--- config.mk ---
export PLATFORM = sky130hd
export DESIGN_NAME = mul_div_unit
export DESIGN_NICKNAME = d
export VERILOG_FILES = /design/src/rtl/mdu_pkg.sv /design/src/rtl/mul_div_unit.sv
export SDC_FILE = /design/constraint.sdc
export NUM_CORES = 1
export LEC_CHECK = 0
export CAP_MARGIN = 20
export CORE_ASPECT_RATIO = 2
export CORE_MARGIN = 3
export CORE_UTILIZATION = 39
export DETAILED_ROUTE_END_ITERATION = 8
export PLACE_DENSITY = 0.63
export SLEW_MARGIN = 30
export SYNTH_ARGS = -nofsm -noshare
export SYNTH_HDL_FRONTEND = slang
export SYNTH_SLANG_ARGS = --single-unit
--- constraint.sdc ---
create_clock -name clk -period 3.75 [get_ports clk]
set_input_delay 0.5625 -clock clk [delete_from_list [all_inputs] [get_ports clk]]
set_output_delay 0.5625 -clock clk [all_outputs]
set_load 0.01 [all_outputs]
--- src/rtl/mdu_pkg.sv ---
// Shared encodings for the iterative multiply/divide unit.
// Operation codes (MULT/MULTU/DIV/DIVU) and FSM state constants.
package mdu_pkg;

  localparam logic [1:0] OP_MULT  = 2'b00;
  localparam logic [1:0] OP_MULTU = 2'b01;
  localparam logic [1:0] OP_DIV   = 2'b10;
  localparam logic [1:0] OP_DIVU  = 2'b11;

  localparam logic [1:0] S_IDLE = 2'd0;
  localparam logic [1:0] S_CALC = 2'd1;
  localparam logic [1:0] S_FIX  = 2'd2;
  localparam logic [1:0] S_DONE = 2'd3;

endpackage

--- src/rtl/mul_div_unit.sv ---
// Iterative (1 bit/cycle) MULT/MULTU/DIV/DIVU unit producing HI/LO.
// Ports: clk, rst_n, start/op/a/b/flush in; busy/done/hi/lo/div_zero out.
module mul_div_unit
  import mdu_pkg::*;
#(
  parameter int WIDTH = 32
) (
  input  logic             clk,
  input  logic             rst_n,
  input  logic             start,
  input  logic [1:0]       op,
  input  logic [WIDTH-1:0] a,
  input  logic [WIDTH-1:0] b,
  input  logic             flush,
  output logic             busy,
  output logic             done,
  output logic [WIDTH-1:0] hi,
  output logic [WIDTH-1:0] lo,
  output logic             div_zero
);

  localparam int CNT_W = $clog2(WIDTH + 1);

  logic [1:0]         state_q, state_d;
  logic [1:0]         op_q, op_d;
  logic [CNT_W-1:0]   cnt_q, cnt_d;
  logic [WIDTH-1:0]   opa_q, opa_d;
  logic [WIDTH-1:0]   opb_q, opb_d;
  logic [2*WIDTH-1:0] acc_q, acc_d;
  logic [WIDTH-1:0]   rem_q, rem_d;
  logic               neg_q, neg_d;
  logic               nrem_q, nrem_d;
  logic               dz_q, dz_d;
  logic [WIDTH-1:0]   hi_q, hi_d;
  logic [WIDTH-1:0]   lo_q, lo_d;
  logic               dzo_q, dzo_d;

  logic               a_neg, b_neg;
  logic [WIDTH-1:0]   a_mag, b_mag;
  logic [WIDTH:0]     m_sum;
  logic [WIDTH:0]     d_shl, d_dif;
  logic [2*WIDTH-1:0] prod_fix;
  logic [WIDTH-1:0]   quo_fix, rem_fix;

  // Unsigned ops never see a negative operand, so signs stay clear.
  assign a_neg = ~op[0] & a[WIDTH-1];
  assign b_neg = ~op[0] & b[WIDTH-1];
  assign a_mag = a_neg ? -a : a;
  assign b_mag = b_neg ? -b : b;

  // Shift-add: acc = {partial product, remaining multiplier bits}.
  assign m_sum = {1'b0, acc_q[2*WIDTH-1:WIDTH]}
               + (acc_q[0] ? {1'b0, opa_q} : '0);

  // Restoring divide: acc[W-1:0] shifts dividend out, quotient in.
  assign d_shl = {rem_q, acc_q[WIDTH-1]};
  assign d_dif = d_shl - {1'b0, opb_q};

  assign prod_fix = neg_q ? -acc_q : acc_q;
  assign quo_fix  = neg_q ? -acc_q[WIDTH-1:0] : acc_q[WIDTH-1:0];
  assign rem_fix  = nrem_q ? -rem_q : rem_q;

  always_comb begin
    state_d = state_q;
    op_d    = op_q;
    cnt_d   = cnt_q;
    opa_d   = opa_q;
    opb_d   = opb_q;
    acc_d   = acc_q;
    rem_d   = rem_q;
    neg_d   = neg_q;
    nrem_d  = nrem_q;
    dz_d    = dz_q;
    hi_d    = hi_q;
    lo_d    = lo_q;
    dzo_d   = dzo_q;
    unique case (state_q)
      S_IDLE: begin
        if (start && !flush) begin
          state_d = S_CALC;
          op_d    = op;
          cnt_d   = '0;
          rem_d   = '0;
          neg_d   = a_neg ^ b_neg;
          nrem_d  = a_neg;
          dz_d    = op[1] & (b == '0);
          opb_d   = b_mag;
          if (op[1]) begin
            // Divide keeps raw a for the divide-by-zero result.
            opa_d = a;
            acc_d = {{WIDTH{1'b0}}, a_mag};
          end else begin
            opa_d = a_mag;
            acc_d = {{WIDTH{1'b0}}, b_mag};
          end
        end
      end
      S_CALC: begin
        if (flush) begin
          state_d = S_IDLE;
        end else if (cnt_q == CNT_W'(WIDTH)) begin
          state_d = S_FIX;
        end else begin
          cnt_d = cnt_q + CNT_W'(1);
          if (op_q[1]) begin
            rem_d = d_dif[WIDTH] ? d_shl[WIDTH-1:0]
                                 : d_dif[WIDTH-1:0];
            acc_d = {acc_q[2*WIDTH-1:WIDTH],
                     acc_q[WIDTH-2:0], ~d_dif[WIDTH]};
          end else begin
            acc_d = {m_sum, acc_q[WIDTH-1:1]};
          end
        end
      end
      S_FIX: begin
        if (flush) begin
          state_d = S_IDLE;
        end else begin
          state_d = S_DONE;
          dzo_d   = dz_q;
          if (dz_q) begin
            hi_d = opa_q;
            lo_d = '1;
          end else if (op_q[1]) begin
            hi_d = rem_fix;
            lo_d = quo_fix;
          end else begin
            {hi_d, lo_d} = prod_fix;
          end
        end
      end
      default: begin
        state_d = S_IDLE;
      end
    endcase
  end

  always_ff @(posedge clk or negedge rst_n) begin
    if (!rst_n) begin
      state_q <= S_IDLE;
      op_q    <= '0;
      cnt_q   <= '0;
      opa_q   <= '0;
      opb_q   <= '0;
      acc_q   <= '0;
      rem_q   <= '0;
      neg_q   <= 1'b0;
      nrem_q  <= 1'b0;
      dz_q    <= 1'b0;
      hi_q    <= '0;
      lo_q    <= '0;
      dzo_q   <= 1'b0;
    end else begin
      state_q <= state_d;
      op_q    <= op_d;
      cnt_q   <= cnt_d;
      opa_q   <= opa_d;
      opb_q   <= opb_d;
      acc_q   <= acc_d;
      rem_q   <= rem_d;
      neg_q   <= neg_d;
      nrem_q  <= nrem_d;
      dz_q    <= dz_d;
      hi_q    <= hi_d;
      lo_q    <= lo_d;
      dzo_q   <= dzo_d;
    end
  end

  assign busy     = (state_q == S_CALC) || (state_q == S_FIX);
  assign done     = (state_q == S_DONE);
  assign hi       = hi_q;
  assign lo       = lo_q;
  assign div_zero = dzo_q;

endmodule

==> flow_summary.ini <==
[clocking]
cts_tree = built
cts.clk_slew.worst_paths_ns = 0.07
cts_buffers = 23
h-tree-depth = 1
clock_sinks = 237
cts-root-buf = clkbuf_16
clockBufferDepth = 3
cts_hold_repair.buffers = 0
postCtsSetupRepairBufs = 0
clock_latency_ns = 0.57

[final_layout]
fill_cells = 4462
antennaDiodeCount = 0
syn_to_final_growth_pct = 18.5
multiInputGateArea_um2 = 11200
mostFrequentLayoutCell = nand2_1
most-common-layout-cells = nand2_1, o21ai_0, dfrtp_1, nor2_1, a21oi_1
nNetsFinal = 2489
drive_gt1_frac = 0.0835
regArea_um2 = 5940

[die]
dieArea_um2 = 48600
initial_utilization = 0.396
dieWidth_um = 157
core_um2 = 45100
ios = 137
chipHeight_um = 309
rows = 110

[placement]
port_buffers = 136
pre_cts_ws_ns = 0.127
gp_congestion = 0.986
place.detailed.hpwl_um = 55200

[pwr]
switching_share = 0.484
power_density_nw_per_um2 = 894
ir_drop_uv = 377
power.leakage_nw = 9.22
pwr-share-comb = 0.588
seqPwrFrac = 0.276
clkPwrFrac = 0.136
p_int_mw = 9.76
p_switching_mw = 9.16

[worst_setup_path]
start_kind = register
arrival_ns = 4.04
cp-end-kind = register
r2r_start = opa_q[0]
crit_path_max_fanout = 4
required_ns = 4.20
r2r_cells = 14
r2r_end = acc_q[61]
worstSetupPathType = register to register
r2r_slack_ns = 0.16

[drt]
antenna_left = 0
vias_per_cell = 5.82
wl_per_cell_um = 23.4
wl_um = 68400
vias = 17000
drcViolationCount = 0
firstDrtPassIters = 5
drt-initial-drc-count = 1195

[timing]
setup_slack_ns = 0.158
finalSetupTns_ns = 0
post-route-period-util = 0.958
finalSetupViolations = 0
rsz0062_at_grt = no
fin_crit_ns = 3.59
drv_slew = 0
whs_ns = 0.0165
tightest_slew_ns = 0.831
fmax_mhz = 278
hold_violations = 0
finClkSkew_ns = 0.0252
slew-limit-headroom = 0.446

[synth]
ys_types = 77
syn_area_per_cell_um2 = 8.10
ys_seq_elements = 237
yosysSeqAreaShare = 0.332
synth-main-ff-cell = dfrtp_1
postSynthCellCount = 2205
synth_nets = 2351
synth_edf_count = 0
synth_area_um2 = 17900
yosysWarnings = 0
synthArstFlopShare = 1.00

[worst_hold_path]
hp-class = primary input to async pin

[flow_run]
cap_violations = 0

[grt]
grt_pass1_wl_um = 102000
grt-ovfl-total = 0
grt_max_degree = 97
grt_pass1_vias = 16900
antenna_found_initial = 0
grt_use_total = 0.277

[run_status]
status = completed
## cell families (layout without fill, tap and decap cells)
logic type               after synthesis  in the layout  synth area share
XOR/XNOR                             232            232             0.114
multiplexers                          78             78            0.0443
flip-flops                           237            237             0.332
adder cells (fa/ha/maj)               76             76            0.0541
AO/OA/AOI/OAI                        646            646             0.216
buffers and inverters                193            347            0.0410
AND/OR/NAND/NOR                      743            743             0.198
## power groups by stage
stage | Sequential, mW | Combinational, mW | Clock [mW]
final | 5.22 | 11.1 | 2.58
after global routing | 5.32 | 12.2 | 2.70
after CTS | 5.18 | 11.1 | 2.62
after detailed placement | 5.22 | 11.0 | 0
after global placement | 5.18 | 10.9 | 0
after floorplan | 4.63 | 7.15 | 0
## state kept, by name, summed over array words and instances, names as in the netlist
register	count
rem_q	32
dz_q	1
opb_q	32
neg_q	1
lo	32
nrem_q	1
hi	32
state_q	2
div_zero	1
acc_q	64
op_q	1
cnt_q	6
opa_q	32
## worst max path at each step
stage                     slack (ns)        end  depth (start not counted)       from
final                           0.16  acc_q[61]                         14   opa_q[0]
after CTS                       0.19  rem_q[27]                         10   opb_q[6]
after floorplan                 0.51   rem_q[8]                         14  acc_q[31]
after detailed placement        0.13  acc_q[26]                         12       a[1]
after global placement          0.17  acc_q[26]                         12       a[0]
after global routing            0.04  rem_q[31]                         10   opb_q[6]
## per-stage QoR
stage	utilization	power, mW	cell area, µm²	cells
floorplan	-	11.8	17900	2205
global placement	0.451	16.1	20400	2878
detailed placement	0.451	16.3	20400	2878
CTS	0.469	18.9	21200	2919
global route	0.469	20.2	21200	2919
finish	0.469	18.9	21200	2919
## routing by layer
| layer | GRT usage | up-vias | part of all wire | routed length, µm |
|---|---|---|---|---|
| li1 | - | 8060 | - | - |
| met1 | 0.291 | 8186 | 0.35 | 23900 |
| met2 | 0.497 | 563 | 0.51 | 35000 |
| met3 | 0.0242 | 186 | 0.039 | 2680 |
| met4 | 0.221 | 0 | 0.10 | 6920 |
| met5 | 0 | - | 0 | 0 |
## worst max-delay path: stages, from the launching register on
cell and delay [ns]:
dfrtp_1 0.43, and2_1 0.18, ha_1 0.20, inv_1 0.08
fa_1 0.19, nand2b_1 0.19, a21oi_1 0.12, o21ai_0 0.51
a21oi_1 0.19, o31ai_1 0.29, buf_4 0.17, a31o_2 0.21
o211ai_1 0.13, a211o_1 0.32, a32o_1 0.25
## final cells by class
type	instances	area share
clock buffer	31	0.0300
clock inverter	10	0.00810
inverter	62	0.0110
multi-input combinational	1775	0.530
sequential	237	0.281
tap	560	0.0331
timing repair buffer	244	0.107
## repair_timing
item | in CTS | in global routing
endpoints found under the hold margin | 0 | 0
resized for setup | 0 | 1
endpoints found under the setup margin | 0 | 2
## cells in the mapped netlist (all sizes together), types with 11 or more instances
cell type    n  area (µm²)
a211oi      18         135
a21o        31         233
a21oi      193         966
and2        37         231
and3        11        68.8
buf         18        75.1
clkbuf     113         424
dfrtp      237        5930
ha          74         926
inv         62         233
mux2i       69         691
nand2      262         983
nand2b      22         138
nand3       45         225
nand4       19         125
nor2       193         724
nor2b       17         106
nor3        39         205
nor4        11        90.1
o211ai      11        82.6
o21a        12        90.1
o21ai      253        1270
o31ai       47         363
o41ai       15         154
or2         11        68.8
or3         35         224
or4         21         165
xnor2      122        1070
xor2       110         963
Power figures use the tool's default switching activity.
